<file path="config.mk">
export PLATFORM = sky130hd
export DESIGN_NAME = data_bus_arbiter
export DESIGN_NICKNAME = d
export VERILOG_FILES = /design/src/rtl/microsoc_pkg.sv /design/src/rtl/data_bus_arbiter_rr_pick2.sv /design/src/rtl/data_bus_arbiter.sv
export SDC_FILE = /design/constraint.sdc
export NUM_CORES = 1
export LEC_CHECK = 0
export ABC_AREA = 0
export CAP_MARGIN = 10
export CORE_AREA = 2 2 121 123
export CTS_BUF_LIST = sky130_fd_sc_hd__clkbuf_4 sky130_fd_sc_hd__clkbuf_8 sky130_fd_sc_hd__clkbuf_16
export DETAILED_ROUTE_END_ITERATION = 8
export DIE_AREA = 0 0 123 125
export SLEW_MARGIN = 40
export SYNTH_ARGS = -nofsm -noshare
export SYNTH_HDL_FRONTEND = slang
export SYNTH_SLANG_ARGS = --single-unit
</file>
<file path="constraint.sdc">
create_clock -name clk -period 5.5 [get_ports clk]
set_clock_uncertainty 0.15 [all_clocks]
set_input_delay 1.1 -clock clk [delete_from_list [all_inputs] [get_ports clk]]
set_output_delay 1.1 -clock clk [all_outputs]
set_load 0.01 [all_outputs]
</file>
<file path="src/rtl/microsoc_pkg.sv">
// Shared types for the data-bus arbiter: FSM state encoding and master indices.
package microsoc_pkg;

    typedef enum logic [1:0] {
        IDLE = 2'd0,
        HOLD = 2'd1,
        RESP = 2'd2
    } arb_state_t;

    typedef logic mst_idx_t;

    localparam mst_idx_t MST_CPU = 1'b0;
    localparam mst_idx_t MST_AUX = 1'b1;

endpackage

</file>
<file path="src/rtl/data_bus_arbiter_rr_pick2.sv">
// Two-way round-robin picker: a lone requester wins, on contention the master
// that was not served last wins.
module rr_pick2
    import microsoc_pkg::*;
(
    input  logic [1:0] req_i,
    input  mst_idx_t   last_i,
    output mst_idx_t   winner_o,
    output logic       valid_o
);

    // Combinational winner selection.
    always_comb begin
        winner_o = MST_CPU;
        valid_o  = |req_i;
        case (req_i)
            2'b01:   winner_o = MST_CPU;
            2'b10:   winner_o = MST_AUX;
            2'b11:   winner_o = (last_i == MST_CPU) ? MST_AUX : MST_CPU;
            default: winner_o = MST_CPU;
        endcase
    end

endmodule

</file>
<file path="src/rtl/data_bus_arbiter.sv">
// Two-master to one-slave data bus arbiter with a single outstanding
// transaction. The request path is combinational (gnt follows s_data_gnt in
// the same cycle); responses are routed to the master that owns the
// transaction and are ignored outside the RESP state.
//
// state | meaning
// IDLE  | no transaction; winner picked combinationally from live requests
// HOLD  | request presented but not yet accepted; selection frozen in sel_q
// RESP  | transaction accepted; waiting for s_data_rvalid for owner_q
module data_bus_arbiter
    import microsoc_pkg::*;
#(
    parameter int ADDR_W = 32,
    parameter int DATA_W = 32
) (
    input  logic              clk,
    input  logic              rst,

    input  logic              m0_data_req,
    input  logic              m0_data_we,
    input  logic [3:0]        m0_data_be,
    input  logic [ADDR_W-1:0] m0_data_addr,
    input  logic [DATA_W-1:0] m0_data_wdata,
    output logic              m0_data_gnt,
    output logic              m0_data_rvalid,
    output logic [DATA_W-1:0] m0_data_rdata,
    output logic              m0_data_err,

    input  logic              m1_data_req,
    input  logic              m1_data_we,
    input  logic [3:0]        m1_data_be,
    input  logic [ADDR_W-1:0] m1_data_addr,
    input  logic [DATA_W-1:0] m1_data_wdata,
    output logic              m1_data_gnt,
    output logic              m1_data_rvalid,
    output logic [DATA_W-1:0] m1_data_rdata,
    output logic              m1_data_err,

    output logic              s_data_req,
    output logic              s_data_we,
    output logic [3:0]        s_data_be,
    output logic [ADDR_W-1:0] s_data_addr,
    output logic [DATA_W-1:0] s_data_wdata,
    input  logic              s_data_gnt,
    input  logic              s_data_rvalid,
    input  logic [DATA_W-1:0] s_data_rdata,
    input  logic              s_data_err
);

    arb_state_t state_q;
    mst_idx_t   sel_q;
    mst_idx_t   owner_q;
    mst_idx_t   last_served_q;

    mst_idx_t   pick_winner;
    logic       pick_valid;
    mst_idx_t   cur_sel;
    logic       cur_req;
    logic       resp_fire;

    rr_pick2 u_rr_pick2 (
        .req_i    ({m1_data_req, m0_data_req}),
        .last_i   (last_served_q),
        .winner_o (pick_winner),
        .valid_o  (pick_valid)
    );

    // Request routing: live pick in IDLE, frozen selection in HOLD, nothing in RESP.
    always_comb begin
        cur_sel = (state_q == HOLD) ? sel_q : pick_winner;
        cur_req = 1'b0;
        case (state_q)
            IDLE:    cur_req = pick_valid;
            HOLD:    cur_req = (sel_q == MST_AUX) ? m1_data_req : m0_data_req;
            default: cur_req = 1'b0;
        endcase

        s_data_req   = cur_req;
        s_data_we    = (cur_sel == MST_AUX) ? m1_data_we    : m0_data_we;
        s_data_be    = (cur_sel == MST_AUX) ? m1_data_be    : m0_data_be;
        s_data_addr  = (cur_sel == MST_AUX) ? m1_data_addr  : m0_data_addr;
        s_data_wdata = (cur_sel == MST_AUX) ? m1_data_wdata : m0_data_wdata;

        m0_data_gnt = cur_req && (cur_sel == MST_CPU) && s_data_gnt;
        m1_data_gnt = cur_req && (cur_sel == MST_AUX) && s_data_gnt;
    end

    // Response routing: only the owner sees rvalid/err, and only while in RESP.
    always_comb begin
        resp_fire      = (state_q == RESP) && s_data_rvalid;
        m0_data_rvalid = resp_fire && (owner_q == MST_CPU);
        m1_data_rvalid = resp_fire && (owner_q == MST_AUX);
        m0_data_err    = m0_data_rvalid && s_data_err;
        m1_data_err    = m1_data_rvalid && s_data_err;
        m0_data_rdata  = s_data_rdata;
        m1_data_rdata  = s_data_rdata;
    end

    // Arbitration FSM; a master that drops its request while held releases the bus.
    always_ff @(posedge clk) begin
        if (rst) begin
            state_q       <= IDLE;
            last_served_q <= MST_AUX;
            owner_q       <= MST_CPU;
            sel_q         <= MST_CPU;
        end else begin
            case (state_q)
                IDLE: begin
                    if (cur_req) begin
                        if (s_data_gnt) begin
                            owner_q       <= cur_sel;
                            last_served_q <= cur_sel;
                            state_q       <= RESP;
                        end else begin
                            sel_q   <= cur_sel;
                            state_q <= HOLD;
                        end
                    end
                end
                HOLD: begin
                    if (!cur_req) begin
                        state_q <= IDLE;
                    end else if (s_data_gnt) begin
                        owner_q       <= sel_q;
                        last_served_q <= sel_q;
                        state_q       <= RESP;
                    end
                end
                RESP: begin
                    if (s_data_rvalid) begin
                        state_q <= IDLE;
                    end
                end
                default: state_q <= IDLE;
            endcase
        end
    end

endmodule
</file>
Yosys cells after proc, flatten, opt, wreduce, memory -nomap -nowiden

Cells that the tools add are included.
Widths: inputs -> output; s select.

Bits in writable memories: 0
Bits of input ports: 177
Memories: 0
Register bits after elaboration: 5
ROM bits: 0
Latch bits: 0
Output and inout bits: 140
Logic and storage cells: 52

Multiply operators: 0
Add/sub/neg operators: 0
Equality and inequality tests: 10
Bitwise logic cells: 3
Shift operators: 0
Magnitude comparators: 0
Muxes and demuxes: 20
Reduce and logical (&&, ||, !) cells: 15
Div/mod/pow operators: 0

Operators by type and width:

| operator           | count |
|---|---|
| $mux 32            | 2 |
| $mux 2             | 5 |
| $ne 2x2->1 const B | 5 |
| $logic_and 1x1->1  | 9 |
| $mux 1             | 8 |
| $eq 2x2->1 const B | 3 |
| $pmux 1 s2         | 3 |
| $pmux 2 s3         | 1 |
| $reduce_and 3->1   | 2 |
| $reduce_and 5->1   | 1 |
| $mux 4             | 1 |
| $ne 3x3->1 const B | 1 |
| $not 1->1          | 3 |
| $eq 2x1->1 const B | 1 |
| $logic_not 2->1    | 1 |
| $reduce_bool 2->1  | 1 |
| $reduce_or 2->1    | 1 |

Logic depth before layout (Yosys ltp)

Depth in word-level cells: 6
Mapped depth: 4
Gate-level depth less buffers: 3

Cells and area by module

Synthesis repeated with hierarchy kept, for this count alone.

Cell total of the unflattened synthesis: 178
Area total of the unflattened synthesis: 1981.9 µm²

Modules (own cells, without submodules):

| module           | instances | area an instance (µm²) | cells an instance |
|---|---|---|---|
| data_bus_arbiter | 1         | 1968.1                 | 176 |
| rr_pick2         | 1         | 13.8                   | 2 |

Least setup slack after synthesis

No wires, ideal clock.

Path kind: input to output
Start: input m1_data_req
End: output s_data_addr[0]
Data required time: 4.250 ns
Arrival: 2.116 ns
Stages on the path: 4
Path slack: 2.134 ns
Cells stage by stage: a21boi_2 > a21oi_4 > buf_6 > mux2_2

Longest elaborated chain between the ends: 4
Elaborated cells on any way between the ends: 5

Ends and longest elaborated chain:

| item               | RTL line                        | text |
|---|---|---|
| start: declaration | data_bus_arbiter.sv:29          | `input logic m1_data_req,` |
| $eq 2x2->1         | data_bus_arbiter_rr_pick2.sv:16 | `case (req_i)` |
| $pmux 1 s2 *       | data_bus_arbiter_rr_pick2.sv:16 |  |
| $mux 1 *           | data_bus_arbiter.sv:70          | `cur_sel = (state_q == HOLD) ? sel_q : pick_winner;` |
| $mux 32 *          | data_bus_arbiter.sv:81          | `s_data_addr = (cur_sel == MST_AUX) ? m1_data_addr : m0_data_addr;` |
| end: declaration   | data_bus_arbiter.sv:42          | `output logic [ADDR_W-1:0] s_data_addr,` |

Every way passes the cells marked *; elsewhere a longest branch is shown, timed or not.

Final worst setup path

Start: input m1_data_req
End: output s_data_wdata[26]

Longest elaborated chain between the ends: 4
Elaborated cells on any way between the ends: 5

Ends and longest elaborated chain:

| item             | RTL line                        | text |
|---|---|---|
| $eq 2x2->1       | data_bus_arbiter_rr_pick2.sv:16 |  |
| $pmux 1 s2 *     | data_bus_arbiter_rr_pick2.sv:16 |  |
| $mux 1 *         | data_bus_arbiter.sv:70          |  |
| $mux 32 *        | data_bus_arbiter.sv:82          | `s_data_wdata = (cur_sel == MST_AUX) ? m1_data_wdata : m0_data_wdata;` |
| end: declaration | data_bus_arbiter.sv:43          | `output logic [DATA_W-1:0] s_data_wdata,` |

Marks and branches as above.

==> impl_metrics.csv <==
group,metric,value,unit
run_status,outcome,"finished clean",
global_routing,overflow,0,
synthesis,yosys.cell_types.count,28,
power,powerDensity,145.7,nW/um^2
global_routing,grt_pass1_wl,11.41,mm
synthesis,syn_area_per_cell,9.308,sq um
placed_design,hpwlAfterDp,6.998,mm
critical_path,reg2reg_slack,3.82,ns
floorplan,core,14200,sq um
floorplan,dieWidth,123,um
clock_tree,cts-resized-gates,0,
detailed_routing,drtAntennaViolNets,0,
clock_tree,htreeDepth,1,
detailed_routing,via_per_inst,3.644,
placed_design,numPortBuffers,220,
timing,post-route-min-period,4.723,ns
timing,final.period_utilization,85.87,%
worst_hold_path,hold_class,"reg -> reg",
floorplan,initial_utilization,11.93,%
layout,layout.nets,513,
global_routing,grt_max_degree,66,
floorplan,dieHeight,125,um
floorplan,die_area,15380,sq um
clock_tree,cts.sinks,5,
synthesis,synth_ff_type,"dfxtp_1",
floorplan,ios,317,
critical_path,crit_fanout,65,
power,max-vdd-ir-drop,0.08268,mV
power,p_total,0.5343,mW
critical_path,start_kind,"primary input",
timing,hold_slack,0.3685,ns
synthesis,yosys_register_bits,5,
synthesis,ys_top_cells_by_area,"mux2_2 46%, buf_4 28%, dfxtp_1 5.9%, buf_6 4.7%, nand2b_1 1.5%",
synthesis,ys_warn_count,0,
global_routing,grt.total_usage,9.473,%
global_routing,grt_pass1_vias,2025,
flow_run,maxCapViolations,0,
timing,slew-limit-headroom,62.28,%
clock_tree,cts.reportedPaths.clkPinSlew,0.03,ns
clock_tree,clock_latency,0.23,ns
critical_path,critPathCaptureType,"output port",
critical_path,arrival,3.47,ns
synthesis,yosysMostFrequentCell,"mux2_2",
clock_tree,post_cts_buffers,0,
timing,fmax,211.7,MHz
clock_tree,cts_made_buffers,3,
detailed_routing,detail_route.first_pass.iterations,4,
critical_path,cp_data_required_time,4.25,ns
clock_tree,root_buffer,"clkbuf_16",
timing,finalHoldViolCount,0,
clock_tree,clockBufferDepth,2,
detailed_routing,vias,1891,
synthesis,synthArstFlopShare,0,%
placed_design,gp_congestion,0.8150,
detailed_routing,drt-initial-drc-count,39,
timing,drv_slew,0,
timing,rsz0062_at_grt,"no",
detailed_routing,drc,0,
global_routing,antenna_found_initial,0,
synthesis,netlist_area,1694,sq um
synthesis,synthCells,182,
layout,area_growth,116.4,%
floorplan,rows,44,
detailed_routing,totalWireLength,8.395,mm
clock_tree,hold_buffers,0,
synthesis,synth_top_cell_area_share,45.86,%
synthesis,ys_top_cells_by_count,"69 x mux2_2, 64 x buf_4, 7 x buf_6",
timing,finalSetupTns,0,ns
layout,final_layout_size_suffix_gt1_share,22.99,%
synthesis,synth.largest_area_cell,"mux2_2",
detailed_routing,routedWlPerCell,16.18,um
clock_tree,cts_tree,"built",
synthesis,synth_edf_count,0,
critical_path,critPathKind,"in -> out",
power,power_leakage,1.308,nW
synthesis,syn_nets,359,
layout,antenna_cells,0,
synthesis,yosysSeqAreaShare,5.908,%
timing,worst_pin_slew,0.5624,ns
timing,setup_violations,0,
## cells by family after synthesis
group,count (synthesis),synth area share (%)
AND/OR/NAND/NOR,19,6.499
buffers and inverters,73,33.46
AO/OA/AOI/OAI,14,7.091
multiplexers,71,47.05
flip-flops,5,5.909
## final timing paths
kind / start / to / depth (start not counted)
max: m1_data_req / s_data_wdata[26] / 6
min reg2reg: sel_q / sel_q / 2
min: sel_q / sel_q / 2
max reg2reg: state_q[1] / sel_q / 3
## stage by stage
step                      cell area (sq um)  setup slack, ns  instances  utilization (%)
after CTS                              3666           0.7513        519            25.81
final                                  3666           0.7769        519            25.81
after global routing                   3666           0.6725        519            25.81
after detailed placement               3583           0.7632        515            25.23
after floorplan                        1694            2.134        182                -
after global placement                 3583           0.7843        515            25.23
## layer usage
metal / vias up / global-route usage [%] / share of wire, %
met3: 26 / 2.920 / 13
li1: 887 / - / -
met2: 140 / 15.40 / 44
met5: - / 0 / 0
met4: 0 / 2.540 / 1.9
met1: 838 / 12.06 / 42
## cell usage in the layout (no fill, tap or decap), types with 3 or more instances in the layout
master and n:
clkbuf_16 3, mux2_2 69, a211oi_1 3, nand2b_1 4
nor2_1 4, clkdlybuf4s50_1 220, dfxtp_1 5
## sequential cells by signal (all words and copies together), names as in the netlist
signal,cells
last_served_q,1
state_q,2
owner_q,1
sel_q,1
## area by class of cell
type / count / area (sq um)
clock buffers: 4 / 82.58
fillers: 1489 / 10540
inverters: 1 / 3.754
multi-input cells: 104 / 1027
flip-flops and latches: 5 / 100.1
well taps: 184 / 230.2
repair buffers: 221 / 2222
## critical path, cell delays in order
cell and delay [ns]:
clkdlybuf4s50_1 0.47, a21boi_2 0.21, a21oi_4 0.33, buf_12 0.33
mux2_2 0.39, clkdlybuf4s50_1 0.55
## where the power goes
group / leakage, nW / switching [mW] / internal, mW
Combinational: 1.23 / 0.120 / 0.242
Clock: 0.0416 / 0.0249 / 0.101
Sequential: 0.0412 / 0.00642 / 0.0404
Total: 1.31 / 0.151 / 0.383
Note: power is estimated with default switching activity, not from simulation.
